### src/rtl/cpu_seq_ctrl_pkg.sv
// Shared definitions for the bit-serial datapath sequencer: opcodes, ALU
// function encodings, FSM states and opcode classification helpers.
package cpu_seq_ctrl_pkg;

    localparam int DEF_WIDTH = 8;

    typedef logic [3:0] opcode_t;

    localparam opcode_t OP_NOP  = 4'h0;
    localparam opcode_t OP_ADD  = 4'h1;
    localparam opcode_t OP_SUB  = 4'h2;
    localparam opcode_t OP_AND  = 4'h3;
    localparam opcode_t OP_OR   = 4'h4;
    localparam opcode_t OP_XOR  = 4'h5;
    localparam opcode_t OP_PASS = 4'h6;
    localparam opcode_t OP_SHL  = 4'h7;
    localparam opcode_t OP_HALT = 4'hF;

    // Serial ALU function select; ALU_NONE is driven whenever no ALU op is in flight.
    localparam logic [2:0] ALU_NONE = 3'd0;
    localparam logic [2:0] ALU_ADD  = 3'd1;
    localparam logic [2:0] ALU_SUB  = 3'd2;
    localparam logic [2:0] ALU_AND  = 3'd3;
    localparam logic [2:0] ALU_OR   = 3'd4;
    localparam logic [2:0] ALU_XOR  = 3'd5;
    localparam logic [2:0] ALU_PASS = 3'd6;
    localparam logic [2:0] ALU_SHL  = 3'd7;

    typedef enum logic [2:0] {
        ST_IDLE   = 3'd0,
        ST_DECODE = 3'd1,
        ST_LOAD   = 3'd2,
        ST_SHIFT  = 3'd3,
        ST_WB     = 3'd4,
        ST_HALT   = 3'd5
    } seq_state_t;

    function automatic logic [2:0] alu_sel_of(input opcode_t op);
        case (op)
            OP_ADD:  return ALU_ADD;
            OP_SUB:  return ALU_SUB;
            OP_AND:  return ALU_AND;
            OP_OR:   return ALU_OR;
            OP_XOR:  return ALU_XOR;
            OP_PASS: return ALU_PASS;
            OP_SHL:  return ALU_SHL;
            default: return ALU_NONE;
        endcase
    endfunction

    function automatic logic is_alu_op(input opcode_t op);
        return alu_sel_of(op) != ALU_NONE;
    endfunction

    // Anything that is neither an ALU op, NOP nor HALT retires as illegal.
    function automatic logic is_illegal_op(input opcode_t op);
        return !is_alu_op(op) && (op != OP_NOP) && (op != OP_HALT);
    endfunction

endpackage

### src/rtl/cpu_seq_ctrl_if.sv
// Instruction handshake between the DIP/push-button front end and the sequencer.
interface cpu_seq_ctrl_if;
    import cpu_seq_ctrl_pkg::*;

    logic    instr_valid;
    opcode_t opcode;
    logic    instr_ready;

    modport master (output instr_valid, output opcode, input instr_ready);
    modport slave  (input instr_valid, input opcode, output instr_ready);
endinterface

### src/rtl/cpu_seq_ctrl_bit_counter.sv
// Serial bit counter: cleared before each op, advanced once per shift cycle,
// flags the last bit and wraps to zero only on the step taken from it.
module cpu_seq_ctrl_bit_counter #(
    parameter int WIDTH = 8,
    parameter int CNT_W = 3
) (
    input  logic             clk,
    input  logic             rst,
    input  logic             clear,
    input  logic             en,
    output logic [CNT_W-1:0] count,
    output logic             tc
);

    assign tc = (count == CNT_W'(WIDTH - 1));

    // Count register: hold unless enabled, wrap at terminal count.
    always_ff @(posedge clk) begin
        if (rst || clear) begin
            count <= '0;
        end else if (en) begin
            count <= tc ? '0 : count + 1'b1;
        end
    end

endmodule

### src/rtl/cpu_seq_ctrl.sv
// Sequencer for the bit-serial datapath: takes one decoded instruction at a
// time and drives operand load, WIDTH shift cycles and writeback.
//
//  state  | meaning
//  IDLE   | waiting for an instruction, instr_ready=1
//  DECODE | classify latched opcode; NOP/illegal/HALT retire here
//  LOAD   | parallel-load operand, preset carry, clear bit counter
//  SHIFT  | WIDTH serial shift cycles, bit_idx 0..WIDTH-1
//  WB     | commit result to accumulator, retire
//  HALT   | frozen until reset
module cpu_seq_ctrl
    import cpu_seq_ctrl_pkg::*;
#(
    parameter int WIDTH = DEF_WIDTH,
    parameter int CNT_W = $clog2(WIDTH)
) (
    input  logic             clk,
    input  logic             rst,
    cpu_seq_ctrl_if.slave    bus,
    output logic             busy,
    output logic             op_load,
    output logic             shift_en,
    output logic [CNT_W-1:0] bit_idx,
    output logic             last_bit,
    output logic             carry_init,
    output logic             inv_b,
    output logic [2:0]       alu_sel,
    output logic             acc_we,
    output logic             done,
    output logic             illegal,
    output logic             halted,
    output logic             overrun
);

    seq_state_t       state, state_nxt;
    opcode_t          opcode_q;
    logic [CNT_W-1:0] cnt;
    logic             cnt_tc;
    logic             accept;

    assign accept = bus.instr_valid && (state == ST_IDLE);

    cpu_seq_ctrl_bit_counter #(.WIDTH(WIDTH), .CNT_W(CNT_W)) u_bit_cnt (
        .clk   (clk),
        .rst   (rst),
        .clear (state == ST_LOAD),
        .en    (state == ST_SHIFT),
        .count (cnt),
        .tc    (cnt_tc)
    );

    // State register, opcode latch and sticky overrun flag.
    always_ff @(posedge clk) begin
        if (rst) begin
            state    <= ST_IDLE;
            opcode_q <= OP_NOP;
            overrun  <= 1'b0;
        end else begin
            state <= state_nxt;
            if (accept) begin
                opcode_q <= bus.opcode;
            end
            if (bus.instr_valid && (state != ST_IDLE)) begin
                overrun <= 1'b1;
            end
        end
    end

    // Next-state logic and Moore-style control strobes.
    always_comb begin
        state_nxt       = state;
        bus.instr_ready = 1'b0;
        busy            = 1'b0;
        op_load         = 1'b0;
        shift_en        = 1'b0;
        bit_idx         = '0;
        last_bit        = 1'b0;
        carry_init      = 1'b0;
        inv_b           = 1'b0;
        alu_sel         = ALU_NONE;
        acc_we          = 1'b0;
        done            = 1'b0;
        illegal         = 1'b0;
        halted          = 1'b0;

        // Function controls are held steady for the whole op, DECODE through WB.
        if (state inside {ST_DECODE, ST_LOAD, ST_SHIFT, ST_WB}) begin
            busy       = 1'b1;
            alu_sel    = alu_sel_of(opcode_q);
            inv_b      = (opcode_q == OP_SUB);
            carry_init = (opcode_q == OP_SUB);
        end

        case (state)
            ST_IDLE: begin
                bus.instr_ready = 1'b1;
                if (bus.instr_valid) begin
                    state_nxt = ST_DECODE;
                end
            end
            ST_DECODE: begin
                if (is_alu_op(opcode_q)) begin
                    state_nxt = ST_LOAD;
                end else if (opcode_q == OP_HALT) begin
                    done      = 1'b1;
                    state_nxt = ST_HALT;
                end else begin
                    done      = 1'b1;
                    illegal   = is_illegal_op(opcode_q);
                    state_nxt = ST_IDLE;
                end
            end
            ST_LOAD: begin
                op_load   = 1'b1;
                state_nxt = ST_SHIFT;
            end
            ST_SHIFT: begin
                shift_en = 1'b1;
                bit_idx  = cnt;
                last_bit = cnt_tc;
                if (cnt_tc) begin
                    state_nxt = ST_WB;
                end
            end
            ST_WB: begin
                acc_we    = 1'b1;
                done      = 1'b1;
                state_nxt = ST_IDLE;
            end
            ST_HALT: begin
                halted = 1'b1;
            end
            default: begin
                state_nxt = ST_IDLE;
            end
        endcase
    end

endmodule

### src/flat_wrapper.sv
// flat-port wrapper written by rule: the top's interface ports become plain ports
module cpu_seq_ctrl_flat import cpu_seq_ctrl_pkg::*;
#(
    parameter int WIDTH = DEF_WIDTH,
    parameter int CNT_W = $clog2(WIDTH)
)
  (clk, rst, busy, op_load, shift_en, bit_idx, last_bit, carry_init, inv_b, alu_sel, acc_we, done, illegal, halted, overrun, bus_instr_valid, bus_opcode, bus_instr_ready);
  cpu_seq_ctrl_if bus_i ();
  input  logic clk;
  input  logic rst;
  output logic busy;
  output logic op_load;
  output logic shift_en;
  output logic [CNT_W-1:0] bit_idx;
  output logic last_bit;
  output logic carry_init;
  output logic inv_b;
  output logic [2:0] alu_sel;
  output logic acc_we;
  output logic done;
  output logic illegal;
  output logic halted;
  output logic overrun;
  input wire logic [$bits(bus_i.instr_valid)-1:0] bus_instr_valid;
  input wire logic [$bits(bus_i.opcode)-1:0] bus_opcode;
  output wire logic [$bits(bus_i.instr_ready)-1:0] bus_instr_ready;
  assign bus_i.instr_valid = bus_instr_valid;
  assign bus_i.opcode = bus_opcode;
  assign bus_instr_ready = bus_i.instr_ready;
  cpu_seq_ctrl #(.WIDTH(WIDTH), .CNT_W(CNT_W)) u_core (.clk(clk), .rst(rst), .bus(bus_i), .busy(busy), .op_load(op_load), .shift_en(shift_en), .bit_idx(bit_idx), .last_bit(last_bit), .carry_init(carry_init), .inv_b(inv_b), .alu_sel(alu_sel), .acc_we(acc_we), .done(done), .illegal(illegal), .halted(halted), .overrun(overrun));
endmodule
### config.mk
export PLATFORM = sky130hd
export DESIGN_NAME = cpu_seq_ctrl_flat
export DESIGN_NICKNAME = d
export VERILOG_FILES = /design/src/rtl/cpu_seq_ctrl_pkg.sv /design/src/rtl/cpu_seq_ctrl_if.sv /design/src/rtl/cpu_seq_ctrl_bit_counter.sv /design/src/rtl/cpu_seq_ctrl.sv /design/src/flat_wrapper.sv
export SDC_FILE = /design/constraint.sdc
export NUM_CORES = 1
export LEC_CHECK = 0
export BUFFER_PORTS_ARGS = -buffer_cell sky130_fd_sc_hd__buf_2
export CAP_MARGIN = 25
export CORE_AREA = 3 3 40 42
export CTS_BUF_LIST = sky130_fd_sc_hd__clkbuf_2
export DETAILED_ROUTE_END_ITERATION = 16
export DIE_AREA = 0 0 43 45
export PLACE_DENSITY = 0.88
export SYNTH_ARGS = -nofsm -noshare
export SYNTH_HDL_FRONTEND = slang
export SYNTH_SLANG_ARGS = --single-unit
### constraint.sdc
create_clock -name clk -period 3.2 [get_ports clk]
set_input_delay 0.32 -clock clk [delete_from_list [all_inputs] [get_ports clk]]
set_output_delay 0.32 -clock clk [all_outputs]
set_load 0.05 [all_outputs]
* Word-level counts from Yosys, hierarchy flattened
Cells that the tools add are included.
** Word-level totals
- Register bits :: 11
- Bits in latches :: 0
- RAM bits :: 0
- ROM bits :: 0
- Input port bits :: 7
- Output and inout bits :: 18
- Word-level logic and storage cells :: 62
- Memories :: 0
** Operators by class
- Add/sub/neg operators :: 1
- $mul :: 0
- Div/mod/pow operators :: 0
- Magnitude comparators :: 0
- Equality and inequality tests :: 17
- Shift-type cells :: 0
- Muxes and demuxes :: 26
- Bitwise gates (word level) :: 1
- Reduce and logical (&&, ||, !) cells :: 13
** Operators with widths (count)
- 3-bit 2-to-1 mux :: 11
- 3-bit case mux with 7 select lines :: 1
- 4-bit by 3-bit equality test with 1-bit output (second input constant) :: 4
- 3-bit case mux with 5 select lines :: 1
- 1-bit 2-to-1 mux :: 12
- 3-bit equality test (second input constant) :: 3
- 3-bit nonzero test :: 3
- 4-bit by 2-bit equality test with 1-bit output (second input constant) :: 2
- 4-bit nonzero test :: 2
- 3-bit by 2-bit equality test with 1-bit output (second input constant) :: 2
- 4-bit by 1-bit equality test with 1-bit output (second input constant) :: 1
- 4-bit equality test (second input constant) :: 1
- 1-bit logical AND :: 4
- 4-bit inequality test (second input constant) :: 1
- 3-bit by 1-bit adder with 3-bit output (second input constant) :: 1
- 3-bit by 1-bit equality test with 1-bit output (second input constant) :: 1
- 3-bit logical NOT :: 1
- 3-bit AND reduction :: 1
- 2-bit by 1-bit inequality test with 1-bit output (second input constant) :: 1
- 2-bit inequality test (second input constant) :: 1
- 1-bit case mux with 2 select lines :: 1
- 1-bit logical NOT :: 1
- 1-bit logical OR :: 1
- 1-bit inverter :: 1

* Longest topological paths before layout
Gate-level depths: netlist of run 1.
- Depth after elaboration :: 13
- Mapped depth :: 5
- Mapped depth without buffers :: 5

* By module
A second synthesis of run 1 with hierarchy kept.
** Second synthesis, totals
- Cell total of the unflattened synthesis :: 76
- Area, all modules :: 673.1 um^2
** By module, submodules not included
- cpu_seq_ctrl :: times used 1, cells each 64, area each 530.5 um^2, seq. area each 160.2 um^2
- cpu_seq_ctrl_bit_counter :: times used 1, cells each 12, area each 142.6 um^2, seq. area each 60.1 um^2

* Worst setup path after synthesis of run 1
No wires, ideal clock.
- Path kind :: reg2out
- Start :: register u_core.state[2]
- End :: output done
- Data arrival time :: 2.318 ns
- Data required time :: 2.880 ns
- Setup slack :: 0.562 ns
- Cell stages (with the launch flop) :: 4
- Path buffers :: 1
- Path through :: dfxtp_1 > buf_2 > nor3b_1 > nand2b_1
** Between the ends
- Word-level cells in the longest chain between the ends :: 2
- Elaborated cells on any way between the ends :: 3
- Classes of those cells :: eq/ne (2); mux (1)
** RTL lines
- start, declared :: RTL line cpu_seq_ctrl.sv:35 : seq_state_t state, state_nxt;
- start signal, assigned :: RTL line cpu_seq_ctrl.sv:59 : state <= state_nxt;
- 3-bit equality test / 3-bit by 1-bit equality test with 1-bit output (equally long branches) :: RTL line cpu_seq_ctrl.sv:94 : case (state)
- 1-bit case mux with 2 select lines (*) :: RTL line cpu_seq_ctrl.sv:94
- end, declared :: RTL line flat_wrapper.sv:20 : output logic done;
Mark *: on every way between the ends. The rest lies on a longest branch, timed or not.

* Worst setup path in the final report of run 1
- Start :: register u_core.state[0]
- End :: output carry_init
** Between the ends
- Word-level cells in the longest chain between the ends :: 3
- Elaborated cells on any way between the ends :: 6
- Classes of those cells :: eq/ne (4); mux (1); reduce/logical (1)
** RTL lines
- 3-bit by 1-bit equality test with 1-bit output, or another cell as far along :: RTL line cpu_seq_ctrl.sv:87 : if (state inside {ST_DECODE, ST_LOAD, ST_SHIFT, ST_WB}) begin
- 4-bit nonzero test (*) :: RTL line cpu_seq_ctrl.sv:87
- 1-bit 2-to-1 mux (*) :: RTL line cpu_seq_ctrl.sv:87
- end, declared :: RTL line flat_wrapper.sv:16 : output logic carry_init;
Marks and branches as above.

==> key figures, run 1 <==
Clock tree
  – Max clock buf depth: 2
  – Total setup buffers inserted after CTS: 0
  – Post-CTS Resized: 0
  – CTS clk-pin slew, worst paths: 0.10 ns
  – TritonCTS clock tree: yes
  – Clk_lat worst skew: 0.24 ns
  – CTS Root Cell: clkbuf_2
  – Cts hold-fix bufs: 0
  – H-Tree Depth: 1
  – Clock sinks: 11
  – Num CTS Buffers: 3

Timing
  – Final WS setup: 1.07 ns
  – Final Skew: 0.00504 ns
  – Min cycle time layout: 2.13 ns
  – Endpoints failing hold: 0
  – Final Setup Violations: 0
  – Period utilization: 66.6%
  – Setup TNS Final: 0 ns
  – Tightest Pin Transition: 0.435 ns
  – RSZ-0062 raised after global routing: no
  – Relative slew slack: 70.9%
  – F_max: 469 MHz
  – Final slew viol count: 0

Yosys
  – Synth Net Count: 85
  – Synthesized area per cell: 8.89 um2
  – Top cell type's share of synthesized area: 32.6%
  – Mux cell area share after synthesis: 10.4%
  – Netlist cell types: 32
  – Combinational family with the most area after synthesis: simple AND/OR/NAND/NOR gates
  – Synth Register Bits: 11
  – Sequential-to-total area share from yosys stat: 32.6%
  – Post-synth EDFFs: 0
  – Largest cells by area after synthesis: dfxtp_1 33%, mux2i_1 10%, nor2_1 6.7%
  – Ys async rst share: 0%
  – Area leader, netlist: dfxtp_1
  – Simple-Gate Fraction of Synth Area: 38.9%
  – Syn Inst Count: 76
  – Primary FF master, synth: dfxtp_1
  – Yosys warnings: 0
  – Post-Syn Area: 676 um2
  – Compound-Gate Fraction of Synth Area: 7.96%
  – Post-Synth Adder-Cell Area: 3.70%
  – Xor and xnor area share after synthesis: 0%

Finish
  – Area Overhead vs Synth: 17.6%
  – Commonest non-fill, non-tap cells in the layout: 24 x buf_2, 12 x nor2_1, 11 x dfxtp_1
  – ANT cells: 0
  – Nets: 108
  – Share of layout cells above drive strength 1: 33.7%
  – Final instance area: 795 um2
  – Most common cell after layout, fill and taps aside: buf_2

Setup path
  – Crit path DAT: 1.81 ns
  – Crit path launch: u_core.state[0]$_SDFFE_PP0P_
  – Worst path cell trace: or3_1 -> inv_1 -> nor3_2 -> and3_1 -> buf_2
  – Crit-path leading delay family: simple AND/OR/NAND/NOR gates
  – Slowest-stage cell, CP: dfxtp_1
  – WP buf/inv: 2
  – Worst r2r dst: u_core.state[1]$_SDFFE_PP0P_
  – WS Path Type: reg -> out
  – Crit-path max cell delay: 0.60 ns
  – Reg2reg start: u_core.state[0]$_SDFFE_PP0P_
  – Internal reg-to-reg setup slack: 1.81 ns
  – Crit. End Element: output port
  – Maximum fanout along the worst path: 15
  – CP Launch Type: register
  – Reg2Reg Depth: 3
  – Crit path required time: 2.88 ns

Global route
  – Initial antenna violation count: 0
  – Vias in the first global route: 485
  – First-pass GRT wire length: 2.11 mm
  – Pin count of the biggest net entering global routing: 16
  – Global route overflow: 0
  – Total GRT Usage: 14.4%

Route
  – Routed wire per std cell: 11.6 um
  – Post-route DRC: 0
  – Initial DRC count: 3
  – DR vias: 603
  – Post-route ant nets: 0
  – Total wire length: 1.31 mm
  – Avg Vias per Cell: 5.34
  – Drt pass-1 iters: 5

Power and ir drop
  – VDD IR max: 0.000195 V
  – Power per cell area: 390 nW/um2
  – Leak: 0.409 nW

Placement
  – Place WS: 1.33 ns
  – GP Congestion: 0.765
  – Dpl cell area: 774 um2
  – Post-DP HPWL: 1.03 mm
  – Port Buffers: 24

Min path
  – Hold Path End: u_core.opcode_q[0]$_SDFFE_PP0P_
  – Min-delay src: bus_opcode[0]
  – Hold path depth: 3
  – Worst hold path type: in -> reg

Floorplan
  – Initial Utilization: 52.6%
  – Die H: 45 um
  – Core ar.: 1280 um2
  – Std-Cell Rows: 13
  – IO Count: 25
  – Die W: 43 um
  – Die area: 1940 um2

Flow run
  – Max Cap Viol: 0

Status
  – Status: completed
## cell usage after synthesis, types with 2 or more instances
cell type	n
nor3b_1	3
and2_1	7
mux2i_1	7
and3_1	2
buf_2	2
and3b_2	2
nor3_1	3
a21oi_1	2
ha_1	2
dfxtp_1	11
buf_4	2
o21ai_0	2
nor2_1	12
## area by class of cell
class,instances,area (um2)
fill,116,490
sequential,11,220
timing repair buffer,24,120
inverter,1,3.75
multi-input combinational,58,412
clock buffer,4,20.0
tap,15,18.8
## worst register-to-register path, cell delays in order, from the launching register on
cell and delay (ns):
dfxtp_1 0.60, or3b_1 0.39, a2bb2oi_1 0.15, nor3_1 0.17
## state kept, by name (all words and copies together), names as in the netlist
signal / count
u_core.opcode_q: 4
u_core.overrun: 1
u_core.state: 3
u_core.u_bit_cnt.count: 3
## kinds of logic (layout without fill, tap and decap cells)
group | Yosys count | count (layout)
compound gates | 8 | 8
fa+ha+maj | 2 | 2
buf+inv | 7 | 29
flops | 11 | 11
mux | 7 | 7
simple gates | 41 | 41
## per-stage QoR
stage	power [mW]	instances	utilization [%]	hold WS, ns
global route	0.328	113	61.8	0.295
finish	0.310	113	61.8	0.305
detailed placement	0.238	109	60.3	0.469
floorplan	0.222	76	-	0.461
global placement	0.236	109	60.3	0.496
CTS	0.312	113	61.8	0.304
## metal layers
| metal | share of wire, % | up-vias | GRT usage, % | wire [um] |
|---|---|---|---|---|
| li1 | - | 310 | - | - |
| met1 | 45 | 271 | 18.8 | 590 |
| met2 | 49 | 18 | 23.1 | 640 |
| met3 | 5.0 | 4 | 2.39 | 65 |
| met4 | 1.1 | 0 | 7.23 | 14 |
| met5 | 0 | - | 0 | 0 |
## power breakdown
group          switching (mW)  total [mW]  internal (mW)
Sequential             0.0124       0.156          0.144
Clock                  0.0422      0.0754         0.0332
Combinational          0.0511      0.0782         0.0271
## worst max-delay path by stage
stage | end | slack, ns | depth (start not counted)
after floorplan | done | 0.56 | 3
after CTS | carry_init | 1.04 | 5
after global placement | carry_init | 1.45 | 5
after detailed placement | carry_init | 1.33 | 5
final | carry_init | 1.07 | 5
after global routing | carry_init | 0.86 | 5
Power figures use the tool's default switching activity.
==> run 2, diff against run 1 <==
CORE_AREA = default   (was 3 3 40 42)
CORE_MARGIN = 3   (was default)
CORE_UTILIZATION = 49   (was default)
DIE_AREA = default   (was 0 0 43 45)
PLACE_DENSITY = 0.85   (was 0.88)
clock period = 2.2 ns   (was 3.2 ns; I/O delays follow)
==> run 2 against run 1 <==
Against the previous run: setup slack worse by 0.83 ns; combinational power increased by 48%; total power up 49%; register-to-register slack lost 0.99 ns; non-clock buffer count grew 1; via count up 7.1%; clock power rose by 51%; die area decreased by 3.8%; critical path depth stayed put; sequential share of layout area down 0.16 points.
==> key figures, run 2 (synthesized netlist as in run 1, its figures left out) <==
Status
  – Status: completed

Finish
  – Commonest non-fill, non-tap cells in the layout: 24 x buf_2, 12 x nor2_1, 9 x dfxtp_1
  – Area Overhead vs Synth: 19.6%
  – ANT cells: 0 (unchanged)
  – Largest registers: u_core.opcode_q x4, u_core.state x3, u_core.u_bit_cnt.count x3
  – Share of layout cells above drive strength 1: 37.4% (+3.7 points)
  – Final instance area: 808 um2 (+1.7%)
  – Post-route insts no fill: 113 (unchanged)
  – Fill cells: 109 (-6.0%)
  – Nets: 109 (+0.93%)
  – Reg with most FFs: u_core.opcode_q
  – Most common cell after layout, fill and taps aside: buf_2
  – Largest register FFs: 4 (unchanged)

Setup path
  – Crit. End Element: output port
  – WS Path Type: reg -> out
  – Worst path cell trace: or3_1 -> inv_1 -> nor3_2 -> and3_1 -> buf_2
  – Crit path required time: 1.98 ns (-0.90 ns)
  – CP Launch Type: register
  – Crit path DAT: 1.74 ns (-0.07 ns)
  – Internal reg-to-reg setup slack: 0.82 ns (-0.99 ns)
  – Maximum fanout along the worst path: 15 (unchanged)
  – Crit-path max cell delay: 0.51 ns (-0.09 ns)
  – Reg2Reg Depth: 4 (+1)
  – Slowest-stage cell, CP: dfxtp_2

Global route
  – Pin count of the biggest net entering global routing: 16 (unchanged)
  – Vias in the first global route: 562 (+16%)
  – Met3 usage: 5.51% (+3.1 points)
  – Grt peak-use layer: met2
  – Initial antenna violation count: 0 (unchanged)
  – GR Util met1: 21.9% (+3.0 points)
  – Global route overflow: 0 (unchanged)
  – First-pass GRT wire length: 2.55 mm (+21%)
  – Global routing usage on met2: 29.5% (+6.4 points)
  – Total GRT Usage: 18.6% (+4.2 points)

Route
  – Post-route ant nets: 0 (unchanged)
  – Initial DRC count: 32 (+29)
  – DR vias: 646 (+7.1%)
  – Routed wire per std cell: 14.5 um (+25%)
  – Post-route DRC: 0 (unchanged)
  – Drt pass-1 iters: 4 (-1)
  – Total wire length: 1.64 mm (+25%)
  – Avg Vias per Cell: 5.72 (+7.1%)

Floorplan
  – Die W: 43.1 um (+0.31%)
  – Initial Utilization: 56.3% (+3.7 points)
  – Die area: 1860 um2 (-3.8%)
  – Die H: 43.1 um (-4.1%)
  – Std-Cell Rows: 12 (-1)
  – Core ar.: 1200 um2 (-6.5%)
  – IO Count: 25 (unchanged)

Clock tree
  – H-Tree Depth: 1 (unchanged)
  – CTS clk-pin slew, worst paths: 0.11 ns (about the same)
  – Num CTS Buffers: 3 (unchanged)
  – Clk_lat worst skew: 0.26 ns (+0.02 ns)
  – CTS Root Cell: clkbuf_2
  – Clock sinks: 11 (unchanged)
  – Max clock buf depth: 2 (unchanged)
  – TritonCTS clock tree: yes

Timing
  – Period utilization: 88.9%
  – RSZ-0062 raised after global routing: no
  – Setup TNS Final: 0 ns (unchanged)
  – Final Setup Violations: 0 (unchanged)
  – Endpoints failing hold: 0 (unchanged)
  – Final Skew: 0.0146 ns (+0.00959 ns)
  – F_max: 511 MHz
  – Final slew viol count: 0 (unchanged)
  – Min cycle time layout: 1.96 ns
  – Relative slew slack: 69.7% (-1.3 points)
  – Tightest Pin Transition: 0.453 ns (+0.0175 ns)

Power and ir drop
  – VDD IR max: 0.000359 V (+84%)
  – Cell Int Power: 0.297 mW (+46%)
  – Switch Pwr: 0.163 mW (+54%)
  – Power per cell area: 569 nW/um2 (+46%)
  – Leak: 0.418 nW (+2.4%)
  – Sequential power share: 50.0% (-0.4 points)
  – Share of total power in combinational logic: 25.2% (about the same)
  – Clock power share: 24.8% (+0.4 points)
  – Sw frac: 35.4% (+1.2 points)

Placement
  – Port Buffers: 24 (unchanged)
  – Dpl cell area: 786 um2 (+1.5%)
  – Cells after DPL: 109 (unchanged)
  – GP Congestion: 0.702 (-8.2%)
  – Post-DP HPWL: 1.25 mm (+21%)

Flow run
  – Max Cap Viol: 0 (unchanged)

Min path
  – Worst hold path type: in -> reg
  – Hold path depth: 3 (unchanged)
run 2: cell type report:
class	instances	area (um2)	share of cell area, %
multi-input combinational	58	417	51.5
sequential	11	223	27.6
timing repair buffer	25	128	15.8
clock buffer	4	20.0	2.48
tap	14	17.5	2.17
inverter	1	3.75	0.464
run 2: power groups by stage:
stage	clock network, mW	logic, mW	registers (mW)
global route	0.133	0.122	0.232
detailed placement	0	0.115	0.233
finish	0.114	0.116	0.230
global placement	0	0.112	0.231
CTS	0.117	0.116	0.228
floorplan	0	0.0955	0.228
run 2: per-layer routing:
metal	part of all wire, %	up-vias
met2	50	37
met4	1.5	0
met3	7.6	4
li1	-	308
met1	40	297
met5	0	-
run 2: metrics by stage:
| stage | total power [mW] | worst slack, ns | utilization (%) | hold slack (ns) |
|---|---|---|---|---|
| after floorplan | 0.324 | 0.0484 | - | 0.361 |
| after global placement | 0.343 | 0.525 | 65.4 | 0.453 |
| after detailed placement | 0.348 | 0.420 | 65.4 | 0.462 |
| after CTS | 0.461 | 0.110 | 67.1 | 0.182 |
| after global routing | 0.487 | 0.0906 | 67.3 | 0.170 |
| final | 0.460 | 0.243 | 67.3 | 0.183 |
run 2: final timing paths:
check,startpoint,end
hold reg to reg,u_core.overrun$_SDFFE_PP0P_,u_core.overrun$_SDFFE_PP0P_
hold / removal,bus_opcode[2],u_core.opcode_q[2]$_SDFFE_PP0P_
setup / recovery,u_core.state[0]$_SDFFE_PP0P_,carry_init
setup reg to reg,u_core.state[2]$_SDFFE_PP0P_,u_core.opcode_q[1]$_SDFFE_PP0P_
run 2: critical path, delay by kind of cell (launching register included):
kind                   cells  cell delay [ns]
AND/OR/NAND/NOR            3             0.62
buffers and inverters      2             0.34
flip-flops                 1             0.51
run 2: timing repair:
action | CTS | global route
setup endpoints to repair | 0 | 5
gates resized for setup | 0 | 2
buffers inserted | 0 | 0
hold endpoints to repair | 0 | 0
hold buffers | 0 | 0
